--- src/rtl/flick_pkg.sv ---
// Shared types and defaults for the flick push-button pulse generator.
package flick_pkg;

    typedef enum logic [1:0] {
        StIdle      = 2'b00,
        StPressDb   = 2'b01,
        StHeld      = 2'b10,
        StReleaseDb = 2'b11
    } flick_state_e;

    localparam int unsigned DEFAULT_DEBOUNCE_CYCLES = 4;
    localparam int unsigned DEFAULT_HOLD_CYCLES     = 64;
    localparam int unsigned DEFAULT_REPEAT_CYCLES   = 16;

    // Bits needed to hold the value max_val without wrapping.
    function automatic int unsigned cnt_width(input int unsigned max_val);
        return (max_val < 2) ? 1 : $clog2(max_val + 1);
    endfunction

endpackage

--- src/rtl/sync_2ff.sv ---
// Two-flop synchronizer for a single asynchronous bit, synchronous active-high reset to 0.
module sync_2ff (
    input  logic i_clk,
    input  logic i_reset,
    input  logic i_d,
    output logic o_q
);

    logic r_meta;
    logic r_sync;

    always_ff @(posedge i_clk) begin
        if (i_reset) begin
            r_meta <= 1'b0;
            r_sync <= 1'b0;
        end else begin
            r_meta <= i_d;
            r_sync <= r_meta;
        end
    end

    assign o_q = r_sync;

endmodule

--- src/rtl/flick_pulse_gen.sv ---
// Debounced push-button to press/long-press pulse generator.
// Define FLICK_AUTOREPEAT_EN to build the auto-repeat pulse train after a long press.
module flick_pulse_gen
    import flick_pkg::*;
#(
    parameter int unsigned DEBOUNCE_CYCLES = DEFAULT_DEBOUNCE_CYCLES,
    parameter int unsigned HOLD_CYCLES     = DEFAULT_HOLD_CYCLES,
    parameter int unsigned REPEAT_CYCLES   = DEFAULT_REPEAT_CYCLES
) (
    input  logic       clk,
    input  logic       reset,
    input  logic       flick_raw,
    output logic       pulse_flick,
    output logic       long_press,
    output logic       pressed,
    output logic [1:0] current_state
);

    localparam int unsigned DbW   = cnt_width(DEBOUNCE_CYCLES);
    localparam int unsigned HoldW = cnt_width(HOLD_CYCLES);

    if (DEBOUNCE_CYCLES == 0 || DEBOUNCE_CYCLES > 255 || HOLD_CYCLES <= DEBOUNCE_CYCLES
        || REPEAT_CYCLES < 2) begin : g_param_check
        $error("flick_pulse_gen: illegal parameter set");
    end

    logic             w_sync;
    flick_state_e     r_state;
    flick_state_e     w_state_next;
    logic [DbW-1:0]   r_db_cnt;
    logic [DbW-1:0]   w_db_cnt_next;
    logic [HoldW-1:0] r_hold_cnt;
    logic [HoldW-1:0] w_hold_cnt_next;
    logic             w_press_accept;
    logic             w_hold_active;
    logic             w_long_next;
    logic             w_rep_fire;
    logic             r_pulse;
    logic             r_long;

    sync_2ff u_sync (
        .i_clk   (clk),
        .i_reset (reset),
        .i_d     (flick_raw),
        .o_q     (w_sync)
    );

    // Press and release debounce share one counter; only one is ever in progress.
    always_comb begin
        w_state_next   = r_state;
        w_db_cnt_next  = r_db_cnt;
        w_press_accept = 1'b0;
        case (r_state)
            StIdle: begin
                if (w_sync) begin
                    if (DEBOUNCE_CYCLES == 1) begin
                        w_state_next   = StHeld;
                        w_press_accept = 1'b1;
                    end else begin
                        w_state_next  = StPressDb;
                        w_db_cnt_next = DbW'(1);
                    end
                end
            end
            StPressDb: begin
                if (!w_sync) begin
                    w_state_next  = StIdle;
                    w_db_cnt_next = '0;
                end else if (r_db_cnt >= DbW'(DEBOUNCE_CYCLES - 1)) begin
                    w_state_next   = StHeld;
                    w_db_cnt_next  = '0;
                    w_press_accept = 1'b1;
                end else begin
                    w_db_cnt_next = r_db_cnt + 1'b1;
                end
            end
            StHeld: begin
                if (!w_sync) begin
                    if (DEBOUNCE_CYCLES == 1) begin
                        w_state_next  = StIdle;
                        w_db_cnt_next = '0;
                    end else begin
                        w_state_next  = StReleaseDb;
                        w_db_cnt_next = DbW'(1);
                    end
                end
            end
            StReleaseDb: begin
                if (w_sync) begin
                    w_state_next  = StHeld;
                    w_db_cnt_next = '0;
                end else if (r_db_cnt >= DbW'(DEBOUNCE_CYCLES - 1)) begin
                    w_state_next  = StIdle;
                    w_db_cnt_next = '0;
                end else begin
                    w_db_cnt_next = r_db_cnt + 1'b1;
                end
            end
            default: begin
                w_state_next  = StIdle;
                w_db_cnt_next = '0;
            end
        endcase
    end

    // Hold count saturates at HOLD_CYCLES, so long_press can only fire once per press.
    always_comb begin
        w_hold_active   = (r_state == StHeld || r_state == StReleaseDb)
                          && (w_state_next != StIdle);
        w_hold_cnt_next = r_hold_cnt;
        if (w_press_accept || w_state_next == StIdle) begin
            w_hold_cnt_next = '0;
        end else if (w_hold_active && r_hold_cnt != HoldW'(HOLD_CYCLES)) begin
            w_hold_cnt_next = r_hold_cnt + 1'b1;
        end
        w_long_next = w_hold_active && (r_hold_cnt == HoldW'(HOLD_CYCLES - 1));
    end

`ifdef FLICK_AUTOREPEAT_EN
    localparam int unsigned RepW = cnt_width(REPEAT_CYCLES);

    logic            r_rep_active;
    logic            w_rep_active_next;
    logic [RepW-1:0] r_rep_cnt;
    logic [RepW-1:0] w_rep_cnt_next;

    // Repeat timer runs only while HELD and freezes through release debounce.
    always_comb begin
        w_rep_active_next = r_rep_active;
        w_rep_cnt_next    = r_rep_cnt;
        w_rep_fire        = 1'b0;
        if (w_state_next == StIdle) begin
            w_rep_active_next = 1'b0;
            w_rep_cnt_next    = '0;
        end else if (w_long_next) begin
            w_rep_active_next = 1'b1;
            w_rep_cnt_next    = '0;
        end else if (r_rep_active && r_state == StHeld) begin
            if (r_rep_cnt == RepW'(REPEAT_CYCLES - 1)) begin
                w_rep_fire     = 1'b1;
                w_rep_cnt_next = '0;
            end else begin
                w_rep_cnt_next = r_rep_cnt + 1'b1;
            end
        end
    end

    always_ff @(posedge clk) begin
        if (reset) begin
            r_rep_active <= 1'b0;
            r_rep_cnt    <= '0;
        end else begin
            r_rep_active <= w_rep_active_next;
            r_rep_cnt    <= w_rep_cnt_next;
        end
    end
`else
    assign w_rep_fire = 1'b0;
`endif

    always_ff @(posedge clk) begin
        if (reset) begin
            r_state    <= StIdle;
            r_db_cnt   <= '0;
            r_hold_cnt <= '0;
            r_pulse    <= 1'b0;
            r_long     <= 1'b0;
        end else begin
            r_state    <= w_state_next;
            r_db_cnt   <= w_db_cnt_next;
            r_hold_cnt <= w_hold_cnt_next;
            r_pulse    <= w_press_accept | w_rep_fire;
            r_long     <= w_long_next;
        end
    end

    assign pulse_flick   = r_pulse;
    assign long_press    = r_long;
    assign pressed       = (r_state == StHeld) || (r_state == StReleaseDb);
    assign current_state = r_state;

endmodule

--- config.mk ---
export PLATFORM = sky130hd
export DESIGN_NAME = flick_pulse_gen
export DESIGN_NICKNAME = d
export VERILOG_FILES = /design/src/rtl/flick_pkg.sv /design/src/rtl/sync_2ff.sv /design/src/rtl/flick_pulse_gen.sv
export SDC_FILE = /design/constraint.sdc
export NUM_CORES = 1
export LEC_CHECK = 0
export CORE_MARGIN = 2
export CORE_UTILIZATION = 45
export CTS_CLUSTER_DIAMETER = 60
export CTS_CLUSTER_SIZE = 20
export DETAILED_ROUTE_END_ITERATION = 7
export PLACE_DENSITY = 0.75
export SLEW_MARGIN = 20
export SYNTH_ARGS = -nofsm -noshare
export SYNTH_HDL_FRONTEND = slang
export SYNTH_SLANG_ARGS = --single-unit
--- constraint.sdc ---
create_clock -name clk -period 1.7 [get_ports clk]
set_input_delay 0.34 -clock clk [delete_from_list [all_inputs] [get_ports clk]]
set_output_delay 0.34 -clock clk [all_outputs]
set_load 0.05 [all_outputs]
Yosys cells after proc, flatten, opt, wreduce, memory -nomap -nowiden
Index checks and enable logic that the tools add are counted.

storage, ports and cells
  word-level logic and storage cells = 43
  bits of input ports = 3
  output and inout bits = 5
  flip-flop bits (word level) = 16

operators by class
  add/sub/neg operators = 2
  equality and inequality tests = 7
  muxes and demuxes = 16
  $lt $le $gt $ge = 1
  reduce and logical (&&, ||, !) cells = 10

operators by type and width
  cell                                                                   count
  3-bit two-way mux                                                      5
  2-bit two-way mux                                                      6
  3-bit one-hot mux with 4 select lines                                  1
  2-bit one-hot mux with 4 select lines                                  1
  7-bit by 1-bit adder with 7-bit output, second input constant          1
  7-bit by 6-bit == test with 1-bit output, second input constant        1
  7-bit != test, second input constant                                   1
  2-bit == test, second input constant                                   2
  2-bit zero test                                                        2
  3-bit by 1-bit adder with 3-bit output, second input constant          1
  3-bit by 2-bit >= comparator with 1-bit output, second input constant  1
  1-bit logical AND                                                      3
  1-bit two-way mux                                                      3
  2-bit by 1-bit == test with 1-bit output, second input constant        1
  1-bit logical OR                                                       2
  2-bit by 1-bit != test with 1-bit output, second input constant        1
  2-bit != test, second input constant                                   1
  2-bit AND reduction                                                    1
  2-bit nonzero test                                                     1
  2-bit OR reduction                                                     1

Logic depth before layout (Yosys ltp)
  depth in word-level cells = 7
  depth in mapped cells = 6
  depth with buffers taken out = 6

By module
From an unflattened synthesis, not the netlist that was laid out.

unflattened totals
  cells, all modules = 87
  area total of the unflattened synthesis = 769.5 um^2

by module, submodules not included
  module           area each (um^2)  instances  cells an instance
  flick_pulse_gen  716.9             1          83
  sync_2ff         52.6              1          4

Worst setup path before layout
Ideal clock, no wire load.

  kind = register to register
  start point = reg r_db_cnt[0]
  end point = reg r_hold_cnt[2]
  stages on the path, launching flop included = 7
  arrival time = 1.764 ns
  library setup time = 0.070 ns
  setup slack = -0.134 ns
  period minus slack after synthesis = 1.834 ns
  cell sequence = dfxtp_1 > ha_1 > ha_1 > a211oi_4 > o21ai_4 > or4_1 > a21oi_1

between the ends
  cells in the longest elaborated chain, start to end = 7
  elaborated cells between the ends (all ways) = 15
  those cells by class = order compare: 1; mux: 8; reduce/logical: 6

RTL lines
  what                                                                      line                                            text
  start: declaration                                                        flick_pulse_gen.sv:30                           logic [DbW-1:0] r_db_cnt;
  start signal: assignment                                                  flick_pulse_gen.sv:170                          r_db_cnt <= w_db_cnt_next;
  3-bit by 2-bit >= comparator with 1-bit output *                          flick_pulse_gen.sv:69, flick_pulse_gen.sv:92
  2-bit two-way mux (on tied branches)                                      flick_pulse_gen.sv:92, flick_pulse_gen.sv:69
  2-bit two-way mux (on tied branches)                                      flick_pulse_gen.sv:89, flick_pulse_gen.sv:66
  2-bit one-hot mux with 4 select lines                                     flick_pulse_gen.sv:53                           case (r_state)
  2-bit zero test or 2-bit nonzero test (tied branches)                     flick_pulse_gen.sv:111, flick_pulse_gen.sv:109
  1-bit logical OR or 1-bit logical AND (tied branches)                     flick_pulse_gen.sv:111, flick_pulse_gen.sv:109
  2-bit OR reduction (no source line) or 1-bit logical AND (tied branches)  --
  end signal: assignment                                                    flick_pulse_gen.sv:171                          r_hold_cnt <= w_hold_cnt_next;
  end: declaration                                                          flick_pulse_gen.sv:32                           logic [HoldW-1:0] r_hold_cnt;

Every way passes the cells marked *; elsewhere a longest branch is shown, timed or not.
A chain may end at the register's enable or synchronous reset.

Worst setup path after layout
  start point = reg r_db_cnt[0]
  end point = reg r_hold_cnt[6]

Same word-level chain as after synthesis.

==> summary.txt <==
Status
  – Status: finished, final reports clean

Cells and area
  – Design Area, Final: 980 um2
  – Fin cells: 114
  – Fin nets: 107
  – N_diodes: 0
  – Layout cell share with drive strength beyond 1: 29.6%
  – Synth-to-layout area growth: 30.7%

Critical path
  – Cells along the critical path: ha_4, ha_4, a211oi_4, o21ai_4, or3_2, a21oi_1
  – CP top delay family: compound AO/OA/AOI/OAI gates
  – Terminus of the critical flop-to-flop path: r_hold_cnt[6]
  – Worst Reg-to-Reg Cells: 6
  – Slowest CP cell: or3_2
  – Slowest stage delay, CP: 0.48 ns
  – Critical Path RT: 1.92 ns
  – Worst R2R Setup Slack: 0.02 ns
  – Critical path arrival: 1.89 ns
  – CP Class: register to register
  – Crit start category: register
  – Worst reg2reg startpoint: r_db_cnt[0]
  – Crit Path Max Fanout: 5
  – CP dominant cell by count: ha_4
  – CP bufs+invs: 0
  – CP Capture Type: register

Placed design
  – Routability cong.: 0.773
  – I/O Buffers: 7
  – Placed instance count: 110
  – Dpl hpwl: 1050 um
  – Pre-CTS setup slack: -0.0524 ns
  – Placed instance area: 927 um2

Synth
  – Syn Nets: 89
  – Mapped Area: 749 um2
  – Fraction of registers with async set/reset: 0%
  – Syn Inst Count: 82
  – Yosys reg bits: 16
  – Post-synth EDFFs: 0
  – Mean cell area of the mapped netlist: 9.14 um2
  – Yosys warns: 0
  – Distinct cells, synth: 33
  – Top_reg_cell synth: dfxtp_1
  – Sequential cell area fraction in the yosys report: 42.7%

GRT
  – Most crowded layer after global routing: met2
  – GRT overflow: 0
  – M2 GR Usage: 26.4%
  – Vias in the first global route: 570
  – First-pass GRT wire length: 2370 um
  – Met1 GRT Util: 20.4%
  – M3 GR Usage: 7.60%
  – GRT Util Overall: 16.5%
  – Initial antenna violation count: 0
  – Largest net degree at the start of global routing: 9

Routing
  – Drt total wl: 1470 um
  – Routed len/inst: 12.9 um
  – Via count: 660
  – Residual DRC: 0
  – Vias/cell: 5.79
  – Pre-antenna DRT Iters: 4
  – Post-route ant nets: 0
  – First DRT Iteration DRCs: 14

Floorplan
  – Die Area: 2010 um2
  – Starting density of the core: 48.6%
  – I/O pin count: 8
  – Die H: 44.8 um
  – Core area: 1540 um2
  – Die X: 44.8 um
  – Row Count: 14

Pwr
  – P_int: 475 uW
  – Psw: 122 uW
  – Power per cell area: 609 nW/um2
  – Combinational power share: 5.0%
  – Clock power frac: 30.9%
  – VDD IR max: 0.563 mV
  – Switching Fraction: 20.5%
  – Leakage: 0.000345 uW
  – Seq pwr share: 64.1%

Clock network
  – CTS tree: built
  – Root Driver: clkbuf_4
  – Clock-pin slew on the worst setup and hold paths: 0.08 ns
  – CTS Buf Count: 3
  – H-tree depth: 1
  – Clk Latency, worst-skew pair: 0.28 ns
  – Deepest clock path buffer count: 2
  – Sink Count: 16

Worst hold path
  – Min-delay src: u_sync.r_meta
  – Hold Crit Class: register to register
  – Hold Path Depth: 1
  – Worst hold endpoint: u_sync.o_q

Timing
  – RSZ-0062 raised after global routing: true
  – Final Skew: 0.00516 ns
  – Endpoints failing hold: 0
  – Max Transition Viols Final: 0
  – Worst Slack Setup Final: 0.0212 ns
  – Fin crit share: 98.8%
  – Final setup vio count: 0
  – Slew @ Worst Pin: 0.374 ns
  – Min Tclk post-route: 1.68 ns
  – Max-slew headroom: 74.7%
  – Peak Freq: 0.596 GHz

Job
  – Max-cap viol count: 0
[worst max path at each step]
stage / from / to / slack [ns] / cells after the start
3_5_place_dp: r_db_cnt[0] / r_db_cnt[0] / -0.05 / 6
2_1_floorplan: r_db_cnt[0] / r_hold_cnt[2] / -0.07 / 6
6_report: r_db_cnt[0] / r_hold_cnt[6] / 0.02 / 6
5_1_grt: r_db_cnt[0] / r_hold_cnt[6] / -0.07 / 6
4_1_cts: r_db_cnt[0] / r_hold_cnt[3] / 0.01 / 7
3_3_place_gp: r_db_cnt[0] / r_hold_cnt[1] / 0.03 / 7
[power groups by stage]
stage	sequential (uW)	clock, uW	combinational, uW
after floorplan	394	0	12.4
after global placement	391	0	27.3
after detailed placement	392	0	27.8
after CTS	383	192	28.5
after global routing	384	212	33.2
final	383	184	30.0
[stage by stage]
step	total power [uW]	TNS, ns	hold slack [ns]	utilization (%)
6_report	597	0	0.459	63.6
5_1_grt	629	-0.139	0.492	63.6
4_1_cts	604	0	0.466	61.7
3_5_place_dp	420	-0.0931	0.450	60.1
3_3_place_gp	419	0	0.427	60.1
2_1_floorplan	406	-0.177	0.414	-
[flip-flops by register name (all words and copies together), names as in the netlist]
name and cells:
r_db_cnt 3, long_press 1, pulse_flick 1, r_hold_cnt 7, u_sync.o_q 1, current_state 2, u_sync.r_meta 1
[logic make-up after synthesis]
| group | Yosys count | share of synthesized area, % |
|---|---|---|
| simple gates | 29 | 21.9 |
| compound gates | 22 | 21.0 |
| flops | 16 | 42.7 |
| buf+inv | 8 | 4.17 |
| fa+ha+maj | 4 | 6.68 |
| xor+xnor | 3 | 3.51 |
[layer usage]
metal | routed length [um] | up-vias
met5 | 0 | -
met4 | 34 | 0
met3 | 86 | 6
met2 | 696 | 22
met1 | 657 | 306
li1 | - | 326
[what timing repair did]
item / in CTS / in global routing
hold buffers: 0 / 0
gates resized for setup: 1 / 7
setup endpoints to repair: 8 / 8
setup buffers: 0 / 1
pin swaps: 2 / 0
endpoints found under the hold margin: 0 / 0
[layout make-up]
class	instances	area (um2)
clock buffer	3	22.5
tap	16	20.0
fill	134	562
sequential	16	323
timing repair buffer	16	154
multi-input combinational	58	442
inverter	5	18.8
[Yosys cell counts, types with 2 or more instances]
cell       n  share of area (%)
nand3_1    4                2.7
or3_2      2                2.0
clkbuf_1   2                1.0
and3_1     2                1.7
o21ai_0    6                4.0
nand2_1    3                1.5
inv_1      5                2.5
dfxtp_1   16                 43
xor2_1     3                3.5
ha_1       4                6.7
a21oi_1    7                4.7
nor2_1     6                3.0
nor2b_1    2                1.7
[worst register-to-register path: cells and delay by family (launching register included)]
| family | cells | cell delay [ns] |
|---|---|---|
| simple gates | 1 | 0.48 |
| flops | 1 | 0.34 |
| fa+ha+maj | 2 | 0.31 |
| compound gates | 3 | 0.49 |
[placed cells by master (no fill, tap or decap), drive strengths merged, types with 3 or more instances in the layout]
master and count:
dfxtp 16, buf 14, a21oi 7, o21ai 7, nor2 6, inv 5
nand3 4, ha 4, xor2 3, nand2 3, clkbuf 3
(Power assumes the default switching activity.)
==> edit (same flow settings) <==
Change the package constant `DEFAULT_HOLD_CYCLES` from 64 to 128.
--- a/src/rtl/flick_pkg.sv
+++ b/src/rtl/flick_pkg.sv
@@ -9,7 +9,7 @@
     } flick_state_e;
 
     localparam int unsigned DEFAULT_DEBOUNCE_CYCLES = 4;
-    localparam int unsigned DEFAULT_HOLD_CYCLES     = 64;
+    localparam int unsigned DEFAULT_HOLD_CYCLES     = 128;
     localparam int unsigned DEFAULT_REPEAT_CYCLES   = 16;
 
     // Bits needed to hold the value max_val without wrapping.
Function: same outputs for any inputs over 10 cycles, from zero or initial values and one cycle with reset high; that may be too few to reach the edited logic, so the function may still have changed.
==> edit against the original RTL <==
Synthesized area grew 10%. Combinational power shrank 6%. Clock power grew 12%. Fmax grew 1.2%. Synthesized cell count grew 11%. Critical endpoint is now r_hold_cnt[5]. First-iteration DRC count shrank 7.1%. Sequential power grew 5.7%. Sequential cell count grew 1. Non-clock buffer count is the same. Final area grew 6.8%. Power grew 7.2%. Die area grew 9.2%. Wire length grew 3.7%. Setup slack gained 0.020 ns.
==> edit: results (changes against the original RTL) <==
metric	value	unit	change
Max stage delay cell, worst path	or4_1		
crit path capture	r_hold_cnt[5]		
max incr delay on CP	0.41	ns	-0.07 ns
post-DP HPWL	1150	µm	+9.0%
R2R setup slack	0.04	ns	+0.02 ns
run status	finished clean		
Lkg Pwr	0.000356	µW	+3.1%
Num CTS Buffers	3		unchanged
post-synthesis cell type count	31		-6.1%
synth cell count leaders	dfxtp_1, a21oi_1, nor2_1, nand2_1, inv_1		
global-route wire length before repair	2520	µm	+6.4%
H-tree depth	1		unchanged
vias in the first global route	619		+8.6%
Post-Syn Nets	98		+10%
Avg Cell Area, Syn	9.07	µm²	-0.71%
Async SR Flop Fraction	0	%	unchanged
Final #Nets	116		+8.4%
worst vdd ir	362	µV	-36%
hold crit path type	register to register		
n_diodes	0		unchanged
# fillers	167		+25%
Longest Clk Path Bufs	2		unchanged
clock-pin slew on the worst setup and hold paths	0.09	ns	
port bufs	7		unchanged
sequential share of the synthesized area	41.2	%	-1.5 points
Cells after DPL	127		+15%
vias	703		+6.5%
Worst-Skew Late Latency	0.28	ns	about the same
R2R depth	6		unchanged
non-filler instance count after layout	133		+17%
Largest Register	r_hold_cnt		
synth top area cells	dfxtp_1, ha_1, a21oi_1		
max reg flops	8		+1
Total Wirelength	1530	µm	+3.7%
max cap viols	0		unchanged
Final Skew	0.00149	ns	-0.00366 ns
largest net degree at the start of global routing	11		+2
routability cong.	0.867		+12%
1st-iter DRT viols	13		-1
Placed Instance Area	1000	µm²	+7.8%
Sw Pwr	139	µW	+14%
Slew headroom	75.5	%	+0.74 points
antenna violations before repair	0		unchanged
hold path depth	1		unchanged
CTS Hold Bufs	0		unchanged
layout cells sized above 1	25.9	%	-3.7 points
Tot GR Track Use	16.0	%	-0.47 points
total number of yosys warnings	0		unchanged
TritonRoute pass-1 iters	4		unchanged
critical-path maximum fanout	8		+3
Root Buffer	clkbuf_4		
Worst EP arrival	1.88	ns	
CP startpoint	r_db_cnt[0]		
## edit: worst min path at each step
stage	from	endpoint	slack, ns
after global routing	u_sync.r_meta	u_sync.o_q	0.46
final	u_sync.r_meta	u_sync.o_q	0.45
after global placement	u_sync.r_meta	u_sync.o_q	0.42
after floorplan	u_sync.r_meta	u_sync.o_q	0.41
after detailed placement	u_sync.r_meta	u_sync.o_q	0.43
after CTS	u_sync.r_meta	u_sync.o_q	0.45
## edit: area by class of cell
| class | instances | area [µm²] | area share, % |
|---|---|---|---|
| sequential | 17 | 345 | 33.0 |
| multi-input combinational | 66 | 473 | 45.2 |
| inverter | 5 | 18.8 | 1.79 |
| clock buffer | 3 | 22.5 | 2.15 |
| timing repair buffer | 16 | 150 | 14.4 |
| tap | 25 | 31.3 | 2.99 |
| clock inverter | 1 | 5.00 | 0.478 |
## edit: cell families (layout without fill, tap and decap cells)
kind of cell	after synthesis	after routing	synth area share, %
compound gates	24	24	21.1
xor+xnor	3	3	3.18
fa+ha+maj	4	4	6.06
buf+inv	8	25	5.45
flops	17	17	41.2
simple gates	35	35	23.0
## edit: routing by layer
metal | share of wire [%] | vias up | GRT usage [%]
met5 | 0 | - | 0
met4 | 0.79 | 0 | 5.00
met3 | 4.2 | 2 | 5.77
met2 | 46 | 16 | 25.5
met1 | 49 | 320 | 20.3
li1 | - | 365 | -
## edit: through the flow
stage | hold slack [ns] | setup WS, ns | TNS, ns
5_1_grt | 0.460 | -0.0370 | -0.142
3_5_place_dp | 0.431 | 0.0200 | 0
3_3_place_gp | 0.422 | 0.0716 | 0
4_1_cts | 0.454 | 0.0310 | 0
2_1_floorplan | 0.414 | 0.0223 | 0
6_report | 0.448 | 0.0411 | 0
## edit: repair_timing
| item | CTS | global route |
|---|---|---|
| buffers inserted | 1 | 1 |
| pin swaps | 0 | 1 |
| resized for setup | 0 | 1 |
| endpoints found under the setup margin | 2 | 8 |
## edit: power groups by stage
| stage | combinational (µW) | clock, µW | sequential, µW |
|---|---|---|---|
| 5_1_grt | 31.9 | 239 | 406 |
| 4_1_cts | 28.2 | 219 | 405 |
| 6_report | 28.2 | 207 | 405 |
| 3_5_place_dp | 28.1 | 0 | 414 |
| 3_3_place_gp | 28.0 | 0 | 414 |
| 2_1_floorplan | 16.4 | 0 | 417 |
## edit: worst max-delay path, delay by kind of cell, from the launching register on
family                   cells  cell delay [ns]
flip-flops                   1             0.36
AO/OA/AOI/OAI                3             0.50
AND/OR/NAND/NOR              1             0.41
adder cells (fa/ha/maj)      2             0.32
